--- src/rtl/memory_stage.sv ---
// memory_stage: OTTER MEM stage driving a req/ack data-memory port and producing the MR_* writeback bus
module memory_stage (
  input  logic        CLK,
  input  logic        RST_N,
  input  logic        EX_valid,
  output logic        EX_ready,
  input  logic [31:0] EX_ir,
  input  logic [31:0] EX_PC_4,
  input  logic [31:0] EX_alu_result,
  input  logic [31:0] EX_rs2,
  input  logic        EX_memRead,
  input  logic        EX_memWrite,
  input  logic [1:0]  EX_rf_wr_sel,
  input  logic        EX_regWrite,
  output logic        dmem_req,
  output logic        dmem_we,
  output logic [31:0] dmem_addr,
  output logic [3:0]  dmem_be,
  output logic [31:0] dmem_wdata,
  input  logic        dmem_ack,
  input  logic [31:0] dmem_rdata,
  output logic [31:0] MR_dout2,
  output logic [31:0] MR_alu_result,
  output logic [31:0] MR_ir,
  output logic [31:0] MR_PC_4,
  output logic [1:0]  MR_rf_wr_sel,
  output logic        MR_regWrite,
  output logic        MR_misalign
);
  typedef enum logic {IDLE, WAIT} state_t;
  state_t state, next_state;
  logic [31:0] c_ir, c_pc4, c_alu;
  logic [1:0]  c_sel;
  logic        c_rw, c_rd;
  logic        xfer, mem, mis, go, ack;
  logic [2:0]  f3, c_f3;
  logic [1:0]  a;
  logic [3:0]  be;
  logic [31:0] wdata, sh, fmt;
  always_ff @(posedge CLK or negedge RST_N)
    if (!RST_N) state <= IDLE;
    else state <= next_state;
  always_comb next_state = go ? WAIT : ack ? IDLE : state;
  always_comb EX_ready = (state == IDLE);
  always_comb begin
    xfer  = EX_valid && EX_ready;
    mem   = EX_memRead || EX_memWrite;
    f3    = EX_ir[14:12];
    a     = EX_alu_result[1:0];
    mis   = mem && ((f3[1:0] == 2'b01 && a[0]) || (f3[1:0] == 2'b10 && a != 2'b00));
    go    = xfer && mem && !mis;
    ack   = (state == WAIT) && dmem_ack;
    be    = !EX_memWrite ? 4'b0000 : f3[1:0] == 2'b00 ? 4'b0001 << a :
            f3[1:0] == 2'b01 ? (a[1] ? 4'b1100 : 4'b0011) : 4'b1111;
    wdata = f3[1:0] == 2'b00 ? {4{EX_rs2[7:0]}} : f3[1:0] == 2'b01 ? {2{EX_rs2[15:0]}} : EX_rs2;
    c_f3  = c_ir[14:12];
    sh    = dmem_rdata >> {c_alu[1:0], 3'b000};
    fmt   = c_f3 == 3'b000 ? {{24{sh[7]}}, sh[7:0]} :
            c_f3 == 3'b001 ? {{16{sh[15]}}, sh[15:0]} :
            c_f3 == 3'b100 ? {24'b0, sh[7:0]} :
            c_f3 == 3'b101 ? {16'b0, sh[15:0]} : sh;
  end
  // dmem_* and MR_* are all registered; a retire (direct or on ack) is the only thing that raises MR_regWrite
  always_ff @(posedge CLK or negedge RST_N)
    if (!RST_N) begin
      dmem_req      <= 1'b0;
      dmem_we       <= 1'b0;
      dmem_addr     <= '0;
      dmem_be       <= '0;
      dmem_wdata    <= '0;
      MR_dout2      <= '0;
      MR_alu_result <= '0;
      MR_ir         <= '0;
      MR_PC_4       <= '0;
      MR_rf_wr_sel  <= '0;
      MR_regWrite   <= 1'b0;
      MR_misalign   <= 1'b0;
      c_ir          <= '0;
      c_pc4         <= '0;
      c_alu         <= '0;
      c_sel         <= '0;
      c_rw          <= 1'b0;
      c_rd          <= 1'b0;
    end else begin
      MR_regWrite <= 1'b0;
      MR_misalign <= 1'b0;
      if (xfer && !go) begin
        MR_alu_result <= EX_alu_result;
        MR_ir         <= EX_ir;
        MR_PC_4       <= EX_PC_4;
        MR_rf_wr_sel  <= EX_rf_wr_sel;
        MR_dout2      <= '0;
        MR_regWrite   <= EX_regWrite && !mis;
        MR_misalign   <= mis;
      end else if (go) begin
        c_ir       <= EX_ir;
        c_pc4      <= EX_PC_4;
        c_alu      <= EX_alu_result;
        c_sel      <= EX_rf_wr_sel;
        c_rw       <= EX_regWrite;
        c_rd       <= EX_memRead;
        dmem_req   <= 1'b1;
        dmem_we    <= EX_memWrite;
        dmem_addr  <= {EX_alu_result[31:2], 2'b00};
        dmem_be    <= be;
        dmem_wdata <= wdata;
      end else if (ack) begin
        dmem_req      <= 1'b0;
        MR_alu_result <= c_alu;
        MR_ir         <= c_ir;
        MR_PC_4       <= c_pc4;
        MR_rf_wr_sel  <= c_sel;
        MR_dout2      <= c_rd ? fmt : 32'b0;
        MR_regWrite   <= c_rw;
      end
    end
endmodule

--- config.mk ---
export PLATFORM = sky130hd
export DESIGN_NAME = memory_stage
export DESIGN_NICKNAME = d
export VERILOG_FILES = /design/src/rtl/memory_stage.sv
export SDC_FILE = /design/constraint.sdc
export NUM_CORES = 1
export LEC_CHECK = 0
export ABC_CLOCK_PERIOD_IN_PS = 2000
export CORE_UTILIZATION = 47
export DETAILED_ROUTE_END_ITERATION = 8
export GPL_ROUTABILITY_DRIVEN = 0
export PLACE_DENSITY = 0.88
export SLEW_MARGIN = 20
export SYNTH_ARGS = -nofsm -noshare
export SYNTH_HDL_FRONTEND = slang
export SYNTH_SLANG_ARGS = --single-unit
export TNS_END_PERCENT = 30
--- constraint.sdc ---
create_clock -name CLK -period 2 [get_ports CLK]
set_input_delay 0.6 -clock CLK [delete_from_list [all_inputs] [get_ports CLK]]
set_output_delay 0.6 -clock CLK [all_outputs]
set_load 0.005 [all_outputs]
After elaboration in Yosys (flattened, before gate mapping)
Index checks and enable logic that the tools add are counted.
{"block": "word_totals", "reg_bits": 301, "in_bits": 169, "output_inout_bits": 203, "wordCells": 82}
{"block": "op_classes", "eq_ne": 6, "shifts": 2, "muxes": 32, "n_bitwise": 2, "reduce_logical": 21}
{"op": "$mux W32", "count": 19}
{"op": "$shr A32 B5 Y32", "count": 1}
{"op": "$mux W4", "count": 4}
{"op": "$logic_and A1 B1 Y1", "count": 9}
{"op": "$eq A3 B3 Y1 const B", "count": 2}
{"op": "$mux W1", "count": 6}
{"op": "$mux W2", "count": 3}
{"op": "$reduce_and A2 Y1", "count": 3}
{"op": "$reduce_bool A2 Y1", "count": 3}
{"op": "$shl A1 B2 Y4 const A", "count": 1}
{"op": "$eq A3 B1 Y1 const B", "count": 1}
{"op": "$logic_not A3 Y1", "count": 1}
{"op": "$eq A2 B1 Y1 const B", "count": 1}
{"op": "$eq A2 B2 Y1 const B", "count": 1}
{"op": "$logic_not A1 Y1", "count": 2}
{"op": "$logic_not A2 Y1", "count": 1}
{"op": "$logic_or A1 B1 Y1", "count": 2}
{"op": "$ne A2 B1 Y1 const B", "count": 1}
{"op": "$not A1 Y1", "count": 2}

Logic depth before layout (Yosys ltp)
{"block": "depth", "word_depth": 10, "ltp_mapped": 8, "depth_no_buf": 4}

Worst setup path before layout
OpenSTA, ideal clock, no wires.
{"block": "synth_path", "path_type": "in2reg", "startpoint": "input port EX_ir[13]", "endpoint": "register MR_alu_result[1]", "setup_time_ns": 0.126, "t_arrival_ns": 1.959, "t_required_ns": 1.874, "slack_ns": -0.085, "stages": 8, "n_path_buf": 4, "cell_sequence": "buf_2 > xnor2_4 > o211ai_4 > and2_1 > buf_6 > buf_6 > buf_6 > a221o_1"}
{"block": "synth_via", "elab_chain_cells": 10, "elab_cells_between_ends": 14, "cone_classes": "eq/ne (3); mux (1); reduce/logical (10)"}
{"item": "from (decl)", "line_no": "7", "source": "input logic [31:0] EX_ir,"}
{"item": "$eq A2 B1 Y1 or $eq A2 B2 Y1 (tied branches)", "line_no": "50", "source": "mis = mem && ((f3[1:0] == 2'b01 && a[0]) || (f3[1:0] == 2'b10 && a != 2'b00));"}
{"item": "$logic_and A1 B1 Y1", "line_no": "50"}
{"item": "$logic_or A1 B1 Y1 *", "line_no": "50"}
{"item": "$logic_and A1 B1 Y1 *", "line_no": "50"}
{"item": "$logic_not A1 Y1 *", "line_no": "51", "source": "go = xfer && mem && !mis;"}
{"item": "$logic_and A1 B1 Y1 *", "line_no": "51"}
{"item": "$logic_not A1 Y1", "line_no": "87", "source": "if (xfer && !go) begin"}
{"item": "$logic_and A1 B1 Y1", "line_no": "87"}
{"item": "$ne A2 B1 Y1 (no source line) or $reduce_bool A2 Y1 (tied branches)"}
{"item": "$reduce_and A2 Y1 (no source line)"}
{"item": "to (signal assigned)", "line_no": "88", "source": "MR_alu_result <= EX_alu_result;"}
{"item": "to (signal assigned)", "line_no": "109", "source": "MR_alu_result <= c_alu;"}
{"item": "to (decl)", "line_no": "23", "source": "output logic [31:0] MR_alu_result,"}
Every way passes the cells marked *; elsewhere a longest branch is shown, timed or not.
A chain may end at the register's enable or synchronous reset.

Final worst setup path
{"block": "layout_path", "startpoint": "input port EX_ir[13]", "endpoint": "register MR_PC_4[22]"}
{"block": "layout_via", "elab_chain_cells": 10, "elab_cells_between_ends": 14, "cone_classes": "eq/ne (3); mux (1); reduce/logical (10)"}
{"item": "$eq A2 B1 Y1 or $eq A2 B2 Y1 (tied branches)", "line_no": "50"}
{"item": "$logic_and A1 B1 Y1", "line_no": "50"}
{"item": "$logic_or A1 B1 Y1 *", "line_no": "50"}
{"item": "$logic_and A1 B1 Y1 *", "line_no": "50"}
{"item": "$logic_not A1 Y1 *", "line_no": "51"}
{"item": "$logic_and A1 B1 Y1 *", "line_no": "51"}
{"item": "$logic_not A1 Y1", "line_no": "87"}
{"item": "$logic_and A1 B1 Y1", "line_no": "87"}
{"item": "$ne A2 B1 Y1 (no source line) or $reduce_bool A2 Y1 (tied branches)"}
{"item": "$reduce_and A2 Y1 (no source line)"}
{"item": "to (signal assigned)", "line_no": "111", "source": "MR_PC_4 <= c_pc4;"}
{"item": "to (decl)", "line_no": "25", "source": "output logic [31:0] MR_PC_4,"}
Marks and branches as above.

==> reports/metrics.csv <==
stage,metric,value,unit
layout,nets,1751,
floorplan,start_util,0.481,
global_route,grt_pass1_wl,61.1,mm
floorplan,dieArea,26500,um2
floorplan,die_h,163,um
layout,n_fill_cell,1896,
power_and_ir_drop,pwr-share-seq,0.421,
power_and_ir_drop,ir_drop,0.000818,V
critical_path,timing.rr.end,MR_dout2[25]$_DFFE_PN0P_,
timing,clock_skew,0.0149,ns
global_route,gr-total-overflow,0,
routing,ant_nets,0,
critical_path,crit_family,buffers and inverters,
routing,avgViaCountPerCell,5.69,
clock_tree,cts_tree,yes,
clock_tree,clock_latency,0.55,ns
routing,drt-total-wl,39.4,mm
synthesis,synth-edff-count,0,
power_and_ir_drop,p_clk_frac,0.271,
synthesis,ys_top_cells_by_area,"dfrtp_1 (56%), nand2_1 (11%), mux2i_1 (7.3%), o21ai_0 (4.1%), a221o_1 (3.9%)",
layout,multi_input_area,4730,um2
timing,setup_viol,0,
floorplan,core-area,25300,um2
floorplan,rows,58,
synthesis,seq_area_frac_synth,0.558,
critical_path,worst_setup_path_start_kind,input pin,
clock_tree,cts.clk_slew.worst_paths,0.06,ns
timing,finalHoldViolCount,0,
routing,drc,0,
synthesis,async_reset_ff_frac,1.00,
critical_path,timing.rr.start,state$_DFFE_PN0P_,
place,portBuffers,369,
synthesis,syn_avg_cell_area,10.0,um2
power_and_ir_drop,switching_share,0.315,
clock_tree,htreeDepth,1,
timing,slew_headroom,0.500,
critical_path,arrival,2.39,ns
synthesis,synth_top_cell_area_share,0.558,
critical_path,path_cells,clkdlybuf4s50_1 -> xnor2_4 -> o211ai_4 -> buf_4 -> nand3_1 -> o21ai_0,
critical_path,reg2reg_depth,7,
layout,final_layout_size_suffix_gt1_frac,0.0992,
power_and_ir_drop,power_density,1100,nW/um2
critical_path,cp_max_fo,33,
critical_path,endpoint_kind,flip-flop,
clock_tree,cts_buffer_depth,3,
routing,vias,11000,
place,dp_cells,1871,
floorplan,io_pins,372,
clock_tree,cts_root_buffer,clkbuf_16,
layout,layoutNonFillerInstCount,1935,
worst_hold_path,min_to,c_ir[18]$_DFFE_PN0P_,
critical_path,critical_path_class,input pin to flip-flop,
synthesis,yosys_warnings,0,
global_route,grt_max_degree,83,
critical_path,cp_num_buf_inv,2,
timing,tightest_slew,0.748,ns
timing,min_period_over_period,0.968,
place,dp_hpwl,27.4,mm
synthesis,ys_types,41,
synthesis,yosys.area.top_type,dfrtp_1,
critical_path,crit_path_start,EX_ir[13],
clock_tree,numCtsBuffers,29,
power_and_ir_drop,comb_power_share,0.307,
timing,grt_setup_unrepaired,false,
synthesis,syn_area,12100,um2
worst_hold_path,hp-class,flip-flop to flip-flop,
worst_hold_path,hold_path_startpoint,c_ir[18]$_DFFE_PN0P_,
layout,seqCellArea,6780,um2
power_and_ir_drop,p_leak,9.02,nW
global_route,antenna_found_initial,2,
clock_tree,cts.sinks,271,
critical_path,critPathRequiredTime,2.45,ns
routing,avgRoutedWirePerCell,20.4,um
run_status,outcome,completed,
routing,dr.pass1.iters,6,
worst_hold_path,hold_path_depth,2,
place,dp_slack,-0.475,ns
global_route,grt_pass1_vias,11200,
global_route,grtUsageTotal,0.293,
timing,max_clock_freq,517,MHz
synthesis,syn_inst,1211,
flow_run,maxCapViolCount,0,
routing,drt-initial-drc-count,1084,
critical_path,cpPeakStageDelay,0.58,ns
power_and_ir_drop,power_switching,0.00602,W
layout,area_growth,42.5,%
synthesis,synth_seq_cells,271,
timing,post-route-min-period,1.94,ns
timing,setup_slack,0.0642,ns
critical_path,cpMaxStageDelayCell,clkdlybuf4s50_1,
synthesis,synth_ff_type,dfrtp_1,
layout,final_util,0.685,
critical_path,rrSetupSlack,0.15,ns
floorplan,fp.dieW,163,um
power_and_ir_drop,p_int,0.0131,W
timing,fin_tns_setup,0,ns
timing,slew_violations,0,
## final cells by class
class	instances	share of cell area
Antenna cell	2	0.000289
Clock buffer	46	0.0491
Clock inverter	6	0.00354
Inverter	4	0.000868
Multi-Input combinational cell	812	0.273
Sequential cell	271	0.392
Tap cell	330	0.0239
Timing Repair Buffer	464	0.257
## synthesized netlist by cell type, drive strengths merged, types with 3 or more instances
library cell and count:
dfrtp 271, a221o 47, inv 4, nor2 16, mux2i 89, buf 77
o2bb2ai 16, a21oi 18, nand2 362, a22oi 16, o211ai 3, clkbuf 48
and3 48, a22o 16, mux2 8, nor2b 3, o21ai 99, nand3 50
## worst max path at each step
stage,end,cells after the start,slack (ns)
detailed placement,MR_PC_4[13]$_DFFE_PN0P_,6,-0.47
floorplan,MR_alu_result[1]$_DFFE_PN0P_,8,0.004
finish,MR_PC_4[22]$_DFFE_PN0P_,6,0.06
global route,MR_dout2[25]$_DFFE_PN0P_,7,0.02
CTS,MR_dout2[1],1,0.0007
global placement,MR_alu_result[8]$_DFFE_PN0P_,6,-0.43
## placed cells by master (no fill, tap or decap), types with 2 or more instances in the layout
| cell | instances |
|---|---|
| clkinv_2 | 3 |
| clkbuf_16 | 29 |
| buf_4 | 73 |
| nor2_1 | 16 |
| dlymetal6s2s_1 | 7 |
| conb_1 | 2 |
| inv_1 | 3 |
| nand2_1 | 361 |
| o21ai_0 | 99 |
| clkbuf_8 | 6 |
| dfrtp_1 | 270 |
| and3_1 | 48 |
| nand3b_1 | 2 |
| dlygate4sd2_1 | 195 |
| buf_12 | 21 |
| diode_2 | 2 |
| nor2b_1 | 2 |
| o211ai_1 | 2 |
| a221o_1 | 47 |
| o2bb2ai_1 | 16 |
| clkdlybuf4s50_1 | 165 |
| a22oi_1 | 16 |
| a21oi_1 | 17 |
| nand3_1 | 50 |
| clkbuf_1 | 11 |
| mux2_2 | 8 |
| a22o_1 | 16 |
| mux2i_1 | 89 |
## worst register-to-register path, cell delays in order (launching register included)
cell and delay, ns:
dfrtp_2 0.40, buf_4 0.16, buf_4 0.21, and2_1 0.21
a21oi_4 0.17, buf_12 0.26, buf_4 0.22, o2bb2ai_1 0.12
## registers in the layout (all words and copies together), names as in the netlist
name / cells
c_alu: 32
c_pc4: 32
c_sel: 2
MR_misalign: 1
MR_PC_4: 32
MR_rf_wr_sel: 2
MR_ir: 32
MR_regWrite: 1
state: 1
dmem_req: 1
c_rd: 1
c_ir: 32
MR_dout2: 32
MR_alu_result: 32
dmem_we: 1
dmem_wdata: 32
c_rw: 1
dmem_be: 4
## kinds of logic (layout without fill, tap and decap cells)
group | count (synthesis) | in the layout | synth area share
xor gates and xnor gates | 1 | 1 | 0.00227
DFF | 271 | 271 | 0.558
buffers and inverters | 129 | 520 | 0.0562
muxes | 98 | 98 | 0.0826
and+or+nand+nor | 487 | 487 | 0.168
other | 1 | 4 | 0.000309
AOI/OAI and AO/OA | 224 | 224 | 0.132
## what timing repair did
item                       4_1_cts  5_1_grt
hold endpoints to repair        25        0
pin swaps                        0        0
setup endpoints to repair      197       10
gates resized for setup        195        7
hold buffers                     1        0
buffers inserted                 9        0
## per-layer routing
layer | up-vias | routed length, um | GRT usage
met5 | - | 0 | 0
met1 | 5411 | 15000 | 0.362
met2 | 576 | 19600 | 0.499
met3 | 110 | 3180 | 0.0624
met4 | 0 | 1570 | 0.118
li1 | 4909 | - | -
## power groups by stage
stage / Combinational (W) / Clock [W] / Sequential, W
final: 0.00587 / 0.00518 / 0.00805
after global routing: 0.00638 / 0.00548 / 0.00821
after CTS: 0.00589 / 0.00524 / 0.00803
after detailed placement: 0.00655 / 0 / 0.00815
after global placement: 0.00632 / 0 / 0.00808
after floorplan: 0.00269 / 0 / 0.00798
## per-stage QoR
| stage | area [um2] | total power, W | hold WS (ns) |
|---|---|---|---|
| after CTS | 17300 | 0.0192 | 0.469 |
| after global placement | 16500 | 0.0144 | 0.448 |
| after floorplan | 12200 | 0.0107 | 0.304 |
| final | 17300 | 0.0191 | 0.466 |
| after global routing | 17300 | 0.0201 | 0.496 |
| after detailed placement | 16500 | 0.0147 | 0.454 |
(Power assumes the default switching activity.)
